==> src/rtl/udp_tx_conn_resolver_pkg.sv <==
// Shared types and constants for the TX connection resolver and its helpers.
package udp_tx_conn_resolver_pkg;

    localparam int IP_HDR_BYTES  = 20;
    localparam int UDP_HDR_BYTES = 8;

    localparam logic [15:0] IP_UDP_OVERHEAD = 16'(IP_HDR_BYTES + UDP_HDR_BYTES);
    localparam logic [15:0] UDP_OVERHEAD    = 16'(UDP_HDR_BYTES);

    typedef enum logic [1:0] {
        ST_IDLE      = 2'd0,
        ST_LKUP_REQ  = 2'd1,
        ST_LKUP_WAIT = 2'd2,
        ST_EMIT      = 2'd3
    } tx_resolver_state_t;

    typedef struct packed {
        logic        hit;
        logic [47:0] mac;
        logic [15:0] udpPort;
        logic [31:0] ip;
    } rv_lookup_rsp_t;

    // Connection-ID width: 16 bits of index plus the way number.
    function automatic int conn_id_width(input int ways);
        return 16 + $clog2(ways);
    endfunction

endpackage

==> src/rtl/udp_tx_conn_resolver_sat_counter.sv <==
// Event counter that sticks at all-ones instead of wrapping.
module udp_tx_conn_resolver_sat_counter #(
    parameter int W = 32
) (
    input  logic         clk,
    input  logic         rst,
    input  logic         inc,
    input  logic         clr,
    output logic [W-1:0] count
);

    logic [W-1:0] r_count;

    assign count = r_count;

    // Count one event per cycle, holding once the maximum is reached
    always_ff @(posedge clk) begin
        if (rst || clr) begin
            r_count <= {W{1'b0}};
        end else if (inc && (r_count != {W{1'b1}})) begin
            r_count <= r_count + {{(W-1){1'b0}}, 1'b1};
        end
    end

endmodule

==> src/rtl/udp_tx_conn_resolver.sv <==
// Resolves a send request's connection ID into a header descriptor via the
// connection manager's reverse lookup; one request in flight at a time.
module udp_tx_conn_resolver
    import udp_tx_conn_resolver_pkg::*;
#(
    parameter  int WAYS        = 4,
    parameter  int MAX_PAYLOAD = 1472,
    localparam int CIDW        = conn_id_width(WAYS)
) (
    input  logic            clk,
    input  logic            rst,
    input  logic            s_req_valid,
    output logic            s_req_ready,
    input  logic [CIDW-1:0] s_req_connectionId,
    input  logic [15:0]     s_req_length,
    output logic            m_rv_lookup_valid,
    input  logic            m_rv_lookup_ready,
    output logic [CIDW-1:0] m_rv_lookup_connectionId,
    input  logic            s_rv_lookup_valid,
    output logic            s_rv_lookup_ready,
    input  logic            s_rv_lookup_hit,
    input  logic [47:0]     s_rv_lookup_macAddr,
    input  logic [31:0]     s_rv_lookup_ipAddr,
    input  logic [15:0]     s_rv_lookup_udpPort,
    output logic            m_hdr_valid,
    input  logic            m_hdr_ready,
    output logic [47:0]     m_hdr_macAddr,
    output logic [31:0]     m_hdr_ipAddr,
    output logic [15:0]     m_hdr_udpPort,
    output logic [CIDW-1:0] m_hdr_connectionId,
    output logic [15:0]     m_hdr_ipTotalLen,
    output logic [15:0]     m_hdr_udpLen,
    output logic [31:0]     stat_sent,
    output logic [31:0]     stat_miss,
    output logic [31:0]     stat_lenerr
);

    localparam logic [15:0] MAX_LEN = 16'(MAX_PAYLOAD);

    // Keeps payload + 28 inside 16 bits.
    if (MAX_PAYLOAD < 1 || MAX_PAYLOAD > 65507) begin : g_bad_max_payload
        $error("MAX_PAYLOAD must be within 1..65507");
    end

    tx_resolver_state_t r_state;
    logic               r_req_ready;
    logic               r_rv_ready;
    logic               r_lkup_valid;
    logic               r_hdr_valid;
    logic [CIDW-1:0]    r_req_id;
    logic [15:0]        r_req_len;
    logic [47:0]        r_hdr_mac;
    logic [31:0]        r_hdr_ip;
    logic [15:0]        r_hdr_port;
    logic [CIDW-1:0]    r_hdr_id;
    logic [15:0]        r_hdr_iplen;
    logic [15:0]        r_hdr_udplen;

    rv_lookup_rsp_t     w_rsp;
    logic               w_req_fire;
    logic               w_len_bad;
    logic               w_lenerr_inc;
    logic               w_miss_inc;
    logic               w_sent_inc;

    assign w_rsp = '{hit: s_rv_lookup_hit, mac: s_rv_lookup_macAddr,
                     udpPort: s_rv_lookup_udpPort, ip: s_rv_lookup_ipAddr};

    assign w_req_fire   = s_req_valid && r_req_ready;
    assign w_len_bad    = (s_req_length == 16'd0) || (s_req_length > MAX_LEN);
    assign w_lenerr_inc = w_req_fire && w_len_bad;
    assign w_miss_inc   = (r_state == ST_LKUP_WAIT) && s_rv_lookup_valid && !w_rsp.hit;
    assign w_sent_inc   = r_hdr_valid && m_hdr_ready;

    // Request/lookup/emit sequencing; readies are registered so they track the state
    always_ff @(posedge clk) begin
        if (rst) begin
            r_state      <= ST_IDLE;
            r_req_ready  <= 1'b1;
            r_rv_ready   <= 1'b1;
            r_lkup_valid <= 1'b0;
            r_hdr_valid  <= 1'b0;
            r_req_id     <= {CIDW{1'b0}};
            r_req_len    <= 16'd0;
            r_hdr_mac    <= 48'd0;
            r_hdr_ip     <= 32'd0;
            r_hdr_port   <= 16'd0;
            r_hdr_id     <= {CIDW{1'b0}};
            r_hdr_iplen  <= 16'd0;
            r_hdr_udplen <= 16'd0;
        end else begin
            case (r_state)
                ST_IDLE: begin
                    if (w_req_fire) begin
                        r_req_id  <= s_req_connectionId;
                        r_req_len <= s_req_length;
                        if (!w_len_bad) begin
                            r_state      <= ST_LKUP_REQ;
                            r_req_ready  <= 1'b0;
                            r_rv_ready   <= 1'b0;
                            r_lkup_valid <= 1'b1;
                        end
                    end
                end
                ST_LKUP_REQ: begin
                    if (m_rv_lookup_ready) begin
                        r_lkup_valid <= 1'b0;
                        r_rv_ready   <= 1'b1;
                        r_state      <= ST_LKUP_WAIT;
                    end
                end
                ST_LKUP_WAIT: begin
                    if (s_rv_lookup_valid) begin
                        if (w_rsp.hit) begin
                            r_hdr_mac    <= w_rsp.mac;
                            r_hdr_ip     <= w_rsp.ip;
                            r_hdr_port   <= w_rsp.udpPort;
                            r_hdr_id     <= r_req_id;
                            r_hdr_iplen  <= r_req_len + IP_UDP_OVERHEAD;
                            r_hdr_udplen <= r_req_len + UDP_OVERHEAD;
                            r_hdr_valid  <= 1'b1;
                            r_rv_ready   <= 1'b0;
                            r_state      <= ST_EMIT;
                        end else begin
                            r_req_ready <= 1'b1;
                            r_state     <= ST_IDLE;
                        end
                    end
                end
                ST_EMIT: begin
                    if (m_hdr_ready) begin
                        r_hdr_valid <= 1'b0;
                        r_req_ready <= 1'b1;
                        r_rv_ready  <= 1'b1;
                        r_state     <= ST_IDLE;
                    end
                end
                default: begin
                    r_state      <= ST_IDLE;
                    r_req_ready  <= 1'b1;
                    r_rv_ready   <= 1'b1;
                    r_lkup_valid <= 1'b0;
                    r_hdr_valid  <= 1'b0;
                end
            endcase
        end
    end

    assign s_req_ready              = r_req_ready;
    assign s_rv_lookup_ready        = r_rv_ready;
    assign m_rv_lookup_valid        = r_lkup_valid;
    assign m_rv_lookup_connectionId = r_req_id;
    assign m_hdr_valid              = r_hdr_valid;
    assign m_hdr_macAddr            = r_hdr_mac;
    assign m_hdr_ipAddr             = r_hdr_ip;
    assign m_hdr_udpPort            = r_hdr_port;
    assign m_hdr_connectionId       = r_hdr_id;
    assign m_hdr_ipTotalLen         = r_hdr_iplen;
    assign m_hdr_udpLen             = r_hdr_udplen;

    udp_tx_conn_resolver_sat_counter #(.W(32)) u_stat_sent (
        .clk(clk), .rst(rst), .inc(w_sent_inc), .clr(1'b0), .count(stat_sent)
    );

    udp_tx_conn_resolver_sat_counter #(.W(32)) u_stat_miss (
        .clk(clk), .rst(rst), .inc(w_miss_inc), .clr(1'b0), .count(stat_miss)
    );

    udp_tx_conn_resolver_sat_counter #(.W(32)) u_stat_lenerr (
        .clk(clk), .rst(rst), .inc(w_lenerr_inc), .clr(1'b0), .count(stat_lenerr)
    );

endmodule

==> config.mk <==
export PLATFORM = sky130hd
export DESIGN_NAME = udp_tx_conn_resolver
export DESIGN_NICKNAME = d
export VERILOG_FILES = /design/src/rtl/udp_tx_conn_resolver_pkg.sv /design/src/rtl/udp_tx_conn_resolver_sat_counter.sv /design/src/rtl/udp_tx_conn_resolver.sv
export SDC_FILE = /design/constraint.sdc
export NUM_CORES = 1
export LEC_CHECK = 0
export BUFFER_PORTS_ARGS = -buffer_cell sky130_fd_sc_hd__buf_2
export CAP_MARGIN = 20
export CORE_MARGIN = 5
export CORE_UTILIZATION = 40
export DETAILED_ROUTE_END_ITERATION = 10
export GPL_TIMING_DRIVEN = 1
export MAX_ROUTING_LAYER = met4
export PLACE_DENSITY_LB_ADDON = 0.25
export SYNTH_ARGS = -nofsm -noshare
export SYNTH_HDL_FRONTEND = slang
export SYNTH_SLANG_ARGS = --single-unit
==> constraint.sdc <==
create_clock -name clk -period 2.7 [get_ports clk]
set_input_delay 0.27 -clock clk [delete_from_list [all_inputs] [get_ports clk]]
set_output_delay 0.27 -clock clk [all_outputs]
set_load 0.01 [all_outputs]
==> reports/results.txt <==
crit share post-route - 83.25%
share of flip-flops with an asynchronous set or reset - 0%
Yosys warning count - 0
Post-Syn Nets - 1,563
postcts setup bufs - 0
Vias - 11,750
Final setup viols - 0
Crit path depth - 6
Die Span Y - 179.1 um
Row Count - 62
Hold Crit Class - in -> reg
Distinct cells, synth - 51
flops & latches, synth - 280
power per cell area - 603.7 nW/um^2
status - finished clean
mean routed wirelength per cell - 15.80 um
Fin. Hold Viols - 0
FF-to-FF Start - u_stat_lenerr.count[0]
DR DRC count - 0
largest net degree at the start of global routing - 111
first-pass GRT wire length - 55.79 mm
width of the die - 179.1 um
hpwl dp - 25.06 mm
Hold Path Origin - s_req_length[4]
crit path cell chain - ha_1 > nand2_1 > or3_4 > or3_1 > or4_1 > a21oi_1
fin nets - 2,053
CTS tree - yes
post_cts resized - 0
Leak - 6.748 nW
critical path required time - 3160 ps
Crit. End Element - register
Crit Path Category - reg -> reg
Reg-to-Reg End - u_stat_lenerr.count[18]
setup TNS - 0 ps
Synth area leader - dfxtp_1
fin util - 57.06%
R2R setup slack - 450 ps
Post-synth EDFFs - 0
Peak supply drop - 0.5084 mV
Initial DRT Pass Iterations - 5
Max Cap Violations - 0
Layout area overhead - 42.01%
H-tree Lvls - 1
R2R depth - 6
Sink Count - 280
share of the synthesized area in the top cell type - 49.00%
die area - 32,080 um^2
most frequent cell after synthesis - nand2_1
Hold Crit Depth - 3
syn avg cell area - 8.061 um^2
Slew Viols, Final - 0
Core Region - 28,470 um^2
ANT nets after route - 0
TritonCTS buffer count - 30
I/O pin count - 401
Iter 0 DRT Violations - 741
worst endpoint data arrival time - 2710 ps
Max FO, Critical Path - 8
Reg clk slew, reported paths - 60 ps
layout cells sized above 1 - 25.43%
RSZ-0062 raised after global routing - no
Fmax - 444.9 MHz
grt total ovfl - 0
initial antenna violation count - 2
cells after synthesis - 1,419
Clock Root Buffer - clkbuf_16
final WL - 36.68 mm
vias per cell - 5.064
Starting Density - 40.18%
worst relative slew slack - 48.42%
CP peak stage delay - 430 ps
clock tree buffer depth - 3
number of buffers and inverters on the critical path - 0
slowest library cell on the worst path - or3_1
Worst setup SP type - register
commonest register cell after synthesis - dfxtp_1
Clock Latency Late Sink - 550 ps
Fin Clk Skew - 15.52 ps
port bufs - 400
GP Congestion - 0.8410
WHS Endpoint - r_req_len[4]
Period minus WS final - 2248 ps
vias in the first global route - 11,030
GRT Total Usage - 21.59%
area of the mapped netlist - 11,440 um^2
Least-Margin Pin Slew - 773.6 ps
Synth top cells by count - nand2_1, dfxtp_1, a21oi_1
Synth area leaders - dfxtp_1, nand2_1, a21oi_1
CP delay by family, top - simple AND/OR/NAND/NOR gates
sequential fraction of the synthesis area - 49.00%
timing repair:
item	4_1_cts	5_1_grt
hold endpoints to repair	121	0
hold buffers	121	0
setup endpoints to repair	0	0
layout by cell type (no fill, tap or decap), types with 9 or more instances in the layout:
cell type,Yosys,routed
and4_1,12,12
nor2_1,117,116
or4_1,20,20
xnor2_1,32,32
buf_4,2,16
buf_2,5,399
or3_1,16,16
and2_1,10,10
nand2_1,361,361
dlygate4sd3_1,0,121
xor2_1,47,47
o21ai_0,20,20
and3_1,15,15
nand4_1,36,36
o31ai_1,17,17
a211oi_1,16,16
clkbuf_16,0,30
inv_1,21,21
nand3_1,45,45
dfxtp_1,280,280
a21oi_1,187,187
clkbuf_8,0,9
layout make-up:
type / instances / area [um^2]
repair buffers: 544 / 3482
inverters: 21 / 78.83
diodes: 6 / 15.01
well taps: 384 / 480.5
flip-flops and latches: 280 / 5605
clock buffers: 43 / 879.6
clock inverters: 11 / 266.5
fillers: 2568 / 12230
multi-input cells: 1032 / 5436
stage by stage:
step	area (um^2)	total power, mW	cells	worst slack [ps]	hold slack, ps
5_1_grt	16230	10.19	2317	351.9	14.79
2_1_floorplan	11440	4.759	1419	587.1	406.0
4_1_cts	16230	9.920	2315	469.1	7.116
3_5_place_dp	13870	5.093	2140	483.5	443.2
3_3_place_gp	13870	5.082	2140	564.9	437.6
6_report	16240	9.806	2321	452.3	29.38
registers in the layout, indices dropped and copies added (netlist names), 2 cells and up:
| register | count |
|---|---|
| u_stat_miss.count | 32 |
| m_hdr_udpLen | 14 |
| m_hdr_ipTotalLen | 16 |
| r_req_len | 16 |
| u_stat_lenerr.count | 32 |
| m_rv_lookup_connectionId | 18 |
| r_state | 2 |
| u_stat_sent.count | 32 |
| m_hdr_ipAddr | 32 |
| m_hdr_connectionId | 18 |
| m_hdr_macAddr | 48 |
| m_hdr_udpPort | 16 |
kinds of logic after synthesis:
| family | count (synthesis) | share of synthesized area [%] |
|---|---|---|
| muxes | 7 | 0.6344 |
| and+or+nand+nor | 677 | 26.96 |
| xor gates and xnor gates | 79 | 6.049 |
| adders and majority gates | 7 | 0.7657 |
| buffers and inverters | 107 | 3.642 |
| DFF | 280 | 49.00 |
| AOI/OAI and AO/OA | 262 | 12.94 |
per-layer routing:
layer	routed length, um	vias to the layer above	GRT usage, %	share of wire, %
li1	-	5803	-	-
met1	15010	5418	25.92	41
met2	17030	425	34.68	46
met3	3081	108	5.441	8.4
met4	1559	0	9.013	4.3
met5	0	-	-	0
where the power goes:
part           total, mW  leakage (nW)  switching (mW)  internal [mW]
logic              0.822          3.92           0.450          0.371
clock network       4.66         0.561            1.65           3.01
registers           4.33          2.26          0.0971           4.23
total               9.81          6.75            2.19           7.61
tightest hold or removal path: cells and delay by family:
family | cells | cell delay (ps)
AO/OA/AOI/OAI | 1 | 60
AND/OR/NAND/NOR | 1 | 80
buffers and inverters | 1 | 100
how the worst max path moves through the flow:
stage,from,endpoint,slack (ps)
after floorplan,u_stat_lenerr.count[0],u_stat_lenerr.count[20],590
after global placement,s_req_length[0],u_stat_lenerr.count[31],560
after detailed placement,u_stat_lenerr.count[0],u_stat_lenerr.count[18],480
after CTS,u_stat_lenerr.count[0],u_stat_lenerr.count[18],470
after global routing,u_stat_lenerr.count[0],u_stat_lenerr.count[20],350
final,u_stat_lenerr.count[0],u_stat_lenerr.count[18],450
No activity file was read; power rests on OpenSTA's default activity.
